## config.mk

```make
export PLATFORM = sky130hd
export DESIGN_NAME = multicycle_ctrl_flat
export DESIGN_NICKNAME = d
export VERILOG_FILES = /design/src/rtl/multicycle_ctrl_if.sv /design/src/rtl/multicycle_ctrl.sv /design/src/flat_wrapper.sv
export SDC_FILE = /design/constraint.sdc
export NUM_CORES = 1
export LEC_CHECK = 0
export BUFFER_PORTS_ARGS = -buffer_cell sky130_fd_sc_hd__buf_2
export CAP_MARGIN = 10
export CORE_MARGIN = 2
export CORE_UTILIZATION = 48
export DETAILED_ROUTE_END_ITERATION = 7
export PLACE_DENSITY_LB_ADDON = 0.25
export SLEW_MARGIN = 25
export SYNTH_ARGS = -nofsm -noshare
export SYNTH_HDL_FRONTEND = slang
export SYNTH_SLANG_ARGS = --single-unit
```

## constraint.sdc

```tcl
create_clock -name clk -period 2.35 [get_ports clk]
set_input_delay 0.3525 -clock clk [delete_from_list [all_inputs] [get_ports clk]]
set_output_delay 0.3525 -clock clk [all_outputs]
set_load 0.01 [all_outputs]
```

## src/rtl/multicycle_ctrl_if.sv

```systemverilog
// Control bundle between the multicycle controller and its datapath.
// The controller is the master: it reads the IR fields and the ALU zero
// flag, and drives every datapath select and write strobe.
interface multicycle_ctrl_if;
  logic [5:0] op;
  logic [5:0] funct;
  logic       zero;
  logic [2:0] alu_ctrl;
  logic       alu_src_a;
  logic [1:0] alu_src_b;
  logic       iord;
  logic       mem_write;
  logic       ir_write;
  logic       reg_write;
  logic       reg_dst;
  logic       mem_to_reg;
  logic [1:0] pc_src;
  logic       pc_en;
  logic [3:0] state;

  modport master (
    input  op, funct, zero,
    output alu_ctrl, alu_src_a, alu_src_b, iord, mem_write, ir_write,
           reg_write, reg_dst, mem_to_reg, pc_src, pc_en, state
  );

  modport slave (
    output op, funct, zero,
    input  alu_ctrl, alu_src_a, alu_src_b, iord, mem_write, ir_write,
           reg_write, reg_dst, mem_to_reg, pc_src, pc_en, state
  );
endinterface

```

## src/rtl/multicycle_ctrl.sv

```systemverilog
// Multicycle MIPS-style main controller (Moore FSM).
//
//   state         | meaning
//   FETCH    (0)  | read instruction, PC <= PC + 4
//   DECODE   (1)  | read registers, precompute branch target
//   MEMADR   (2)  | lw/sw effective address
//   MEMREAD  (3)  | lw data memory read
//   MEMWB    (4)  | lw write-back into rt
//   MEMWRITE (5)  | sw data memory write
//   EXECUTE  (6)  | R-type ALU operation
//   ALUWB    (7)  | R-type write-back into rd
//   BRANCH   (8)  | beq compare, PC <= target when equal
//   ADDIEXEC (9)  | addi ALU operation
//   ADDIWB   (10) | addi write-back into rt
//   JUMP     (11) | PC <= jump target
//
// Control outputs are registered alongside the state, decoded from the
// next state, so they always match the state register. The reset gating
// of strobes and the zero-dependent part of pc_en stay combinational.
module multicycle_ctrl (
  input  logic              clk,
  input  logic              rst_n,
  multicycle_ctrl_if.master bus
);

  typedef enum logic [3:0] {
    S_FETCH    = 4'd0,
    S_DECODE   = 4'd1,
    S_MEMADR   = 4'd2,
    S_MEMREAD  = 4'd3,
    S_MEMWB    = 4'd4,
    S_MEMWRITE = 4'd5,
    S_EXECUTE  = 4'd6,
    S_ALUWB    = 4'd7,
    S_BRANCH   = 4'd8,
    S_ADDIEXEC = 4'd9,
    S_ADDIWB   = 4'd10,
    S_JUMP     = 4'd11
  } state_t;

  typedef struct packed {
    logic [2:0] alu_ctrl;
    logic       alu_src_a;
    logic [1:0] alu_src_b;
    logic       iord;
    logic       mem_write;
    logic       ir_write;
    logic       reg_write;
    logic       reg_dst;
    logic       mem_to_reg;
    logic [1:0] pc_src;
    logic       pc_write;
    logic       branch;
  } ctrl_t;

  localparam logic [2:0] ALU_AND = 3'b000;
  localparam logic [2:0] ALU_OR  = 3'b001;
  localparam logic [2:0] ALU_ADD = 3'b010;
  localparam logic [2:0] ALU_SUB = 3'b110;
  localparam logic [2:0] ALU_SLT = 3'b111;

  state_t state_q;
  ctrl_t  ctrl_q;
  ctrl_t  ctrl_out;

  function automatic state_t next_of(input state_t s, input logic [5:0] op);
    next_of = S_FETCH;
    case (s)
      S_FETCH:    next_of = S_DECODE;
      S_DECODE: begin
        case (op)
          6'b100011, 6'b101011: next_of = S_MEMADR;
          6'b000000:            next_of = S_EXECUTE;
          6'b000100:            next_of = S_BRANCH;
          6'b001000:            next_of = S_ADDIEXEC;
          6'b000010:            next_of = S_JUMP;
          default:              next_of = S_FETCH;
        endcase
      end
      S_MEMADR:   next_of = (op == 6'b100011) ? S_MEMREAD : S_MEMWRITE;
      S_MEMREAD:  next_of = S_MEMWB;
      S_EXECUTE:  next_of = S_ALUWB;
      S_ADDIEXEC: next_of = S_ADDIWB;
      default:    next_of = S_FETCH;
    endcase
  endfunction

  function automatic logic [2:0] funct_alu(input logic [5:0] funct);
    case (funct)
      6'b100000: funct_alu = ALU_ADD;
      6'b100010: funct_alu = ALU_SUB;
      6'b100100: funct_alu = ALU_AND;
      6'b100101: funct_alu = ALU_OR;
      6'b101010: funct_alu = ALU_SLT;
      default:   funct_alu = ALU_ADD;
    endcase
  endfunction

  // Unlisted and unused state codes leave every output at 0.
  function automatic ctrl_t decode(input state_t s, input logic [5:0] funct);
    ctrl_t c;
    c = '0;
    case (s)
      S_FETCH: begin
        c.alu_src_b = 2'b01; c.alu_ctrl = ALU_ADD;
        c.ir_write = 1'b1;   c.pc_write = 1'b1;
      end
      S_DECODE: begin
        c.alu_src_b = 2'b11; c.alu_ctrl = ALU_ADD;
      end
      S_MEMADR, S_ADDIEXEC: begin
        c.alu_src_a = 1'b1; c.alu_src_b = 2'b10; c.alu_ctrl = ALU_ADD;
      end
      S_MEMREAD:  c.iord = 1'b1;
      S_MEMWRITE: begin c.iord = 1'b1; c.mem_write = 1'b1; end
      S_MEMWB:    begin c.mem_to_reg = 1'b1; c.reg_write = 1'b1; end
      S_ADDIWB:   c.reg_write = 1'b1;
      S_EXECUTE: begin
        c.alu_src_a = 1'b1; c.alu_src_b = 2'b00; c.alu_ctrl = funct_alu(funct);
      end
      S_ALUWB:    begin c.reg_dst = 1'b1; c.reg_write = 1'b1; end
      S_BRANCH: begin
        c.alu_src_a = 1'b1; c.alu_src_b = 2'b00; c.alu_ctrl = ALU_SUB;
        c.pc_src = 2'b01;   c.branch = 1'b1;
      end
      S_JUMP:     begin c.pc_src = 2'b10; c.pc_write = 1'b1; end
      default:    c = '0;
    endcase
    return c;
  endfunction

  // State register and registered control decode of the state being entered.
  always_ff @(posedge clk) begin
    if (!rst_n) begin
      state_q <= S_FETCH;
      ctrl_q  <= decode(S_FETCH, 6'b000000);
    end else begin
      state_q <= next_of(state_q, bus.op);
      ctrl_q  <= decode(next_of(state_q, bus.op), bus.funct);
    end
  end

  // While reset is low, present the FETCH decode with every strobe held off.
  always_comb begin
    ctrl_out = ctrl_q;
    if (!rst_n) begin
      ctrl_out           = decode(S_FETCH, 6'b000000);
      ctrl_out.ir_write  = 1'b0;
      ctrl_out.mem_write = 1'b0;
      ctrl_out.reg_write = 1'b0;
      ctrl_out.pc_write  = 1'b0;
      ctrl_out.branch    = 1'b0;
    end
  end

  assign bus.alu_ctrl   = ctrl_out.alu_ctrl;
  assign bus.alu_src_a  = ctrl_out.alu_src_a;
  assign bus.alu_src_b  = ctrl_out.alu_src_b;
  assign bus.iord       = ctrl_out.iord;
  assign bus.mem_write  = ctrl_out.mem_write;
  assign bus.ir_write   = ctrl_out.ir_write;
  assign bus.reg_write  = ctrl_out.reg_write;
  assign bus.reg_dst    = ctrl_out.reg_dst;
  assign bus.mem_to_reg = ctrl_out.mem_to_reg;
  assign bus.pc_src     = ctrl_out.pc_src;
  // zero comes straight from the ALU in the BRANCH cycle.
  assign bus.pc_en      = ctrl_out.pc_write | (ctrl_out.branch & bus.zero);
  assign bus.state      = state_q;

endmodule
```

## src/flat_wrapper.sv

```systemverilog
// flat-port wrapper written by rule: the top's interface ports become plain ports
module multicycle_ctrl_flat 
  (clk, rst_n, bus_op, bus_funct, bus_zero, bus_alu_ctrl, bus_alu_src_a, bus_alu_src_b, bus_iord, bus_mem_write, bus_ir_write, bus_reg_write, bus_reg_dst, bus_mem_to_reg, bus_pc_src, bus_pc_en, bus_state);
  multicycle_ctrl_if bus_i ();
  input  logic clk;
  input  logic rst_n;
  input wire logic [$bits(bus_i.op)-1:0] bus_op;
  input wire logic [$bits(bus_i.funct)-1:0] bus_funct;
  input wire logic [$bits(bus_i.zero)-1:0] bus_zero;
  output wire logic [$bits(bus_i.alu_ctrl)-1:0] bus_alu_ctrl;
  output wire logic [$bits(bus_i.alu_src_a)-1:0] bus_alu_src_a;
  output wire logic [$bits(bus_i.alu_src_b)-1:0] bus_alu_src_b;
  output wire logic [$bits(bus_i.iord)-1:0] bus_iord;
  output wire logic [$bits(bus_i.mem_write)-1:0] bus_mem_write;
  output wire logic [$bits(bus_i.ir_write)-1:0] bus_ir_write;
  output wire logic [$bits(bus_i.reg_write)-1:0] bus_reg_write;
  output wire logic [$bits(bus_i.reg_dst)-1:0] bus_reg_dst;
  output wire logic [$bits(bus_i.mem_to_reg)-1:0] bus_mem_to_reg;
  output wire logic [$bits(bus_i.pc_src)-1:0] bus_pc_src;
  output wire logic [$bits(bus_i.pc_en)-1:0] bus_pc_en;
  output wire logic [$bits(bus_i.state)-1:0] bus_state;
  assign bus_i.op = bus_op;
  assign bus_i.funct = bus_funct;
  assign bus_i.zero = bus_zero;
  assign bus_alu_ctrl = bus_i.alu_ctrl;
  assign bus_alu_src_a = bus_i.alu_src_a;
  assign bus_alu_src_b = bus_i.alu_src_b;
  assign bus_iord = bus_i.iord;
  assign bus_mem_write = bus_i.mem_write;
  assign bus_ir_write = bus_i.ir_write;
  assign bus_reg_write = bus_i.reg_write;
  assign bus_reg_dst = bus_i.reg_dst;
  assign bus_mem_to_reg = bus_i.mem_to_reg;
  assign bus_pc_src = bus_i.pc_src;
  assign bus_pc_en = bus_i.pc_en;
  assign bus_state = bus_i.state;
  multicycle_ctrl u_core (.clk(clk), .rst_n(rst_n), .bus(bus_i));
endmodule
```

==> flow_summary.yaml, run 1 <==
synth:
  synth_top_area_cell: "dfxtp_1"
  synth_seq_area_share: 0.396
  synth_top_family_by_area: "simple AND/OR/NAND/NOR gates"
  synth_nets: 130
  synth_edf_count: 0
  synth_ff_type: "dfxtp_1"
  synth_adder_area_share: 0
  synth-compound-area-share: 0.171
  syn-cell-area_um2: 961
  yosysWarnings: 0
  yosys-top-cells-area: "dfxtp_1 (40%), and2_1 (9.8%), nand2b_1 (3.3%)"
  synthXorXnorAreaFrac: 0.00911
  synth.distinct_cells: 37
  netlist.area_leader.share: 0.396
  syn_avg_cell_area_um2: 8.36
  yosys_register_bits: 19
  synth-simple-area-share: 0.368
  synthMostInstantiatedCell: "dfxtp_1"
  synth_common_cells: "dfxtp_1 (19), and2_1 (15), nor2_1 (8)"
  syn_inst: 115
  async_flop_share: 0
  synthMuxAreaShare: 0
route:
  drt_iter0_drc: 18
  firstDrtPassIters: 4
  wl_per_cell_um: 11.2
  drc: 0
  ant_nets: 0
  wirelength_mm: 1.94
  routed-via-count: 904
  via_per_inst: 5.20
place:
  dp_hpwl_mm: 1.47
  io_buffers: 33
  gp_congestion: 0.787
  placed_cell_area_um2: 1140
  post-place-ws_ps: 185
layout:
  fill_cells: 184
  seqCellArea_um2: 380
  area_growth_syn_to_layout_pct: 21.9
  diodes: 0
  fin_nets: 163
  design_area_um2: 1170
  utilization: 0.609
  multi_input_area_um2: 527
  drive_gt1_frac: 0.299
worst_setup_path:
  cp.required_ps: 2520
  regToRegStartpoint: "u_core.bus.state[0]"
  reg2reg_slack_ps: 300
  cp.arrival_ps: 2220
  cp_max_fo: 11
  startpoint_type: "register"
  r2r_end: "u_core.ctrl_q[1]"
  criticalPathCategory: "reg2reg"
  rr_worst_depth: 6
  end_kind: "register"
worst_hold_path:
  min_to: "u_core.ctrl_q[13]"
  hold_path_depth: 3
  min-delay-start: "bus_funct[4]"
  hold_class: "in2reg"
clocking:
  ctsHoldBuffers: 0
  cts_tree: "done"
  numCtsBuffers: 3
  clkLatencyLatePin_ps: 300
  htreeDepth: 1
  cts.sinks: 19
  post_cts_buffers: 0
  cts.clk_slew.worst_paths_ps: 100
  cts_resized: 0
  root_buffer: "clkbuf_4"
  clock_path_buffers: 2
global_route:
  grt_pass1_vias: 845
  grt.total_usage: 0.186
  grt_pass1_wl_mm: 3.58
  antenna_found_initial: 0
  overflow: 0
  grt_max_degree: 28
die:
  core_area_um2: 1920
  dieArea_um2: 2380
  die_h_um: 48.7
  pin_count: 34
  row_count: 16
  start_util: 0.500
  die_w_um: 48.7
power:
  power.density_nw_per_um2: 488
  total_power_w: 0.000571
  max-vdd-ir-drop_mv: 0.254
  leakagePower_nw: 0.535
timing:
  fin_crit_sh: 0.874
  max-slew-margin-rel: 0.602
  drv_slew: 0
  finalSetupTns_ps: 0
  clock.fmax_mhz: 487
  fin_worst_skew_ps: 8.00
  setup_ws_ps: 297
  period_minus_slack_ps: 2050
  setup_viol: 0
  hold_viol: 0
  tightest_slew_ps: 582
  rsz0062_at_grt: "no"
status:
  status: "complete, no violations"
flow_run:
  maxCapViolations: 0
[layer usage]
| layer | vias to the layer above | GRT usage | share of wire |
|---|---|---|---|
| li1 | 464 | - | - |
| met1 | 401 | 0.223 | 0.44 |
| met2 | 36 | 0.338 | 0.49 |
| met3 | 3 | 0.0278 | 0.056 |
| met4 | 0 | 0.0571 | 0.0098 |
| met5 | - | 0 | 0 |
[logic make-up after synthesis]
group | after synthesis
buffers and inverters | 13
flip-flops | 19
XOR/XNOR | 1
AND/OR/NAND/NOR | 57
AO/OA/AOI/OAI | 25
[worst max-delay path, stage by stage, from the launching register on]
cell	delay, ps
dfxtp_1	500
nor4b_1	420
or3b_1	390
a31oi_1	170
buf_4	180
or2_2	160
o211ai_1	110
[final cells by class]
type / count / share of cell area
multi-input cells: 83 / 0.450
flip-flops and latches: 19 / 0.325
repair buffers: 35 / 0.154
well taps: 27 / 0.0288
clock buffers: 3 / 0.0192
inverters: 6 / 0.0192
clock inverters: 1 / 0.00427
[report_power, final]
part	internal [W]	leakage, nW	switching [W]	total [W]
Combinational	0.0000359	0.362	0.0000412	0.0000771
Clock	0.0000634	0.0177	0.0000948	0.000158
Sequential	0.000330	0.155	0.00000555	0.000336
[how the worst max path moves through the flow]
stage	from	to	slack, ps	cells past startpoint
CTS	u_core.bus.state[0]	u_core.ctrl_q[9]	320	5
global route	u_core.bus.state[0]	u_core.ctrl_q[8]	40	5
detailed placement	bus_op[0]	u_core.ctrl_q[1]	180	7
global placement	bus_op[0]	u_core.ctrl_q[9]	220	6
finish	u_core.bus.state[0]	u_core.ctrl_q[1]	300	6
floorplan	bus_op[3]	u_core.ctrl_q[6]	410	6
[per-stage QoR]
stage,hold WS (ps),cells
after floorplan,465,115
after global placement,672,170
after detailed placement,651,170
after CTS,325,174
after global routing,337,174
final,331,174
[state kept, by name, summed over array words and instances, names as in the netlist]
register          count
u_core.bus.state      4
u_core.ctrl_q        15
[placed cells by master (no fill, tap or decap)]
cell type  count
o31ai_1        2
o21a_1         2
a2111oi_0      2
nand2b_4       1
o2bb2a_1       1
nand2b_1       5
a31oi_1        3
nand2_1        4
clkbuf_4       3
a21oi_1        6
inv_1          6
nand4b_1       1
o211ai_1       2
and2_1        15
o22ai_1        1
or3_1          2
or2_2          2
or3b_1         1
buf_4          2
nor4b_1        2
clkinv_2       1
xnor2_1        1
and3_1         1
or4_4          1
a21boi_0       1
dfxtp_1       19
nand3b_1       1
nor3_1         3
nand3_1        2
or4_1          1
a32oi_1        1
o21ai_0        4
or3b_2         1
nor3b_1        3
nor2b_1        2
buf_2         33
and3b_1        1
nor2_1         8
Note: power is estimated with default switching activity, not from simulation.
==> inputs of run 2 (changes only) <==
--- a/config.mk
+++ b/config.mk
@@ -7,7 +7,6 @@
 export LEC_CHECK = 0
 export BUFFER_PORTS_ARGS = -buffer_cell sky130_fd_sc_hd__buf_2
 export CAP_MARGIN = 10
-export CORE_MARGIN = 2
 export CORE_UTILIZATION = 48
 export DETAILED_ROUTE_END_ITERATION = 7
 export PLACE_DENSITY_LB_ADDON = 0.25
==> run 2 against run 1 <==
Net effect:
- combinational power rose by 3.0%
- wire length rose by 8.1%
- non-clock buffer count rose by 1
- first-iteration DRC count rose by 89%
- count of clock-buffer cells in the layout rose by 1
- critical path type unchanged
- clock skew rose by 0.88 ps
- sequential power barely moved
==> flow_summary.yaml, run 2 (synthesized netlist as in run 1, its figures left out) <==
worst_setup_path:
  cp.arrival_ps: 2230
  startpoint_type: "register"
  cp.required_ps: 2520
  cp_slowest_stage_delay_ps: 500
  end_kind: "register"
  cp_slowest_cell: "dfxtp_1"
  criticalPathCategory: "reg2reg"
  crit_buf_inv: 1
  reg2reg_slack_ps: 280
  cp_top_family: "simple AND/OR/NAND/NOR gates"
  cp_max_fo: 11
  worstPathCellList: "nor4b_1, or3b_1, a31oi_1, buf_4, or2_2, o211ai_1"
layout:
  fin_nets: 164
  utilization: 0.652
  area_growth_syn_to_layout_pct: 22.3
  fill_cells: 177
  design_area_um2: 1170
  max_flop_register: "u_core.ctrl_q"
  layout_commonest_cell: "buf_2"
  layout_common_cells: "buf_2 (33), dfxtp_1 (19), and2_1 (15)"
  drive_gt1_frac: 0.297
  largest_register_ffs: 15
  diodes: 0
worst_hold_path:
  hold_class: "in2reg"
route:
  wl_per_cell_um: 12.1
  via_per_inst: 5.35
  drc: 0
  firstDrtPassIters: 4
  wirelength_mm: 2.10
  ant_nets: 0
  routed-via-count: 926
  drt_iter0_drc: 34
timing:
  hold_viol: 0
  fin_worst_skew_ps: 8.89
  fin_crit_sh: 0.880
  setup_viol: 0
  tightest_slew_ps: 584
  max-slew-margin-rel: 0.600
  clock.fmax_mhz: 484
  drv_slew: 0
  period_minus_slack_ps: 2070
  rsz0062_at_grt: "no"
  finalSetupTns_ps: 0
power:
  leakagePower_nw: 0.537
  p_sw_w: 0.000138
  pwr-share-comb: 0.139
  switching_share: 0.242
  power.density_nw_per_um2: 486
  intPower_w: 0.000432
  p_clk_frac: 0.273
  max-vdd-ir-drop_mv: 0.410
  seqPwrFrac: 0.588
clocking:
  cts_resized: 0
  cts.clk_slew.worst_paths_ps: 100
  htreeDepth: 1
  cts.sinks: 19
  root_buffer: "clkbuf_4"
  clock_path_buffers: 2
  ctsHoldBuffers: 0
  numCtsBuffers: 3
  cts_tree: "done"
  clkLatencyLatePin_ps: 290
  post_cts_buffers: 0
place:
  placed_cell_area_um2: 1150
  dp_hpwl_mm: 1.60
  io_buffers: 33
  gp_congestion: 0.943
global_route:
  grt.total_usage: 0.222
  grt_max_degree: 28
  overflow: 0
  grt_pass1_wl_mm: 3.48
  antenna_found_initial: 0
  grt_pass1_vias: 852
status:
  status: "complete, no violations"
die:
  die_h_um: 46.7
  start_util: 0.533
  dieArea_um2: 2180
  row_count: 15
  pin_count: 34
  die_w_um: 46.7
  core_area_um2: 1800
flow_run:
  maxCapViolations: 0
## run 2: cell count changes in the layout (fill, tap and decap cells not counted)
cell / previous run / this run
buf_4: 2 / 3
clkbuf_1: 0 / 1
clkinv_2: 1 / 0
## run 2: power groups by stage
stage	combinational [W]	sequential [W]	clock, W
4_1_cts	0.0000791	0.000336	0.000162
3_3_place_gp	0.0000750	0.000343	0
6_report	0.0000794	0.000336	0.000156
3_5_place_dp	0.0000785	0.000343	0
5_1_grt	0.0000885	0.000337	0.000175
2_1_floorplan	0.0000494	0.000340	0
## run 2: through the flow
stage | worst slack [ps] | hold WS, ps | total power [W] | instances
floorplan | 412 | 465 | 0.000390 | 115
global placement | 191 | 596 | 0.000418 | 169
detailed placement | 207 | 590 | 0.000422 | 169
CTS | 315 | 346 | 0.000577 | 173
global route | 58.1 | 362 | 0.000600 | 173
finish | 283 | 348 | 0.000571 | 173
## run 2: path summary, 6_finish.rpt
kind	from	endpoint	depth (start not counted)
worst min register to register	u_core.bus.state[3]	u_core.ctrl_q[12]	3
worst min-delay path	bus_funct[4]	u_core.ctrl_q[13]	3
worst max-delay path	u_core.bus.state[0]	u_core.ctrl_q[1]	6
worst max register to register	u_core.bus.state[0]	u_core.ctrl_q[1]	6
## run 2: layer usage
layer,GRT usage,routed length [um],up-vias
met5,0,0,-
met4,0.0800,15,0
met3,0.0654,135,2
met2,0.364,1020,35
met1,0.276,923,421
li1,-,-,468
## run 2: area by class of cell
type | count | area, um^2 | share of cell area
Inverter | 6 | 22.5 | 0.0192
Tap cell | 25 | 31.3 | 0.0266
Clock buffer | 4 | 26.3 | 0.0224
Sequential cell | 19 | 380 | 0.324
Multi-Input combinational cell | 83 | 527 | 0.448
Timing Repair Buffer | 36 | 188 | 0.160
## run 2: worst min-delay path: stages
cell      delay (ps)
buf_2             80
nand4b_1         130
nor2_1            50
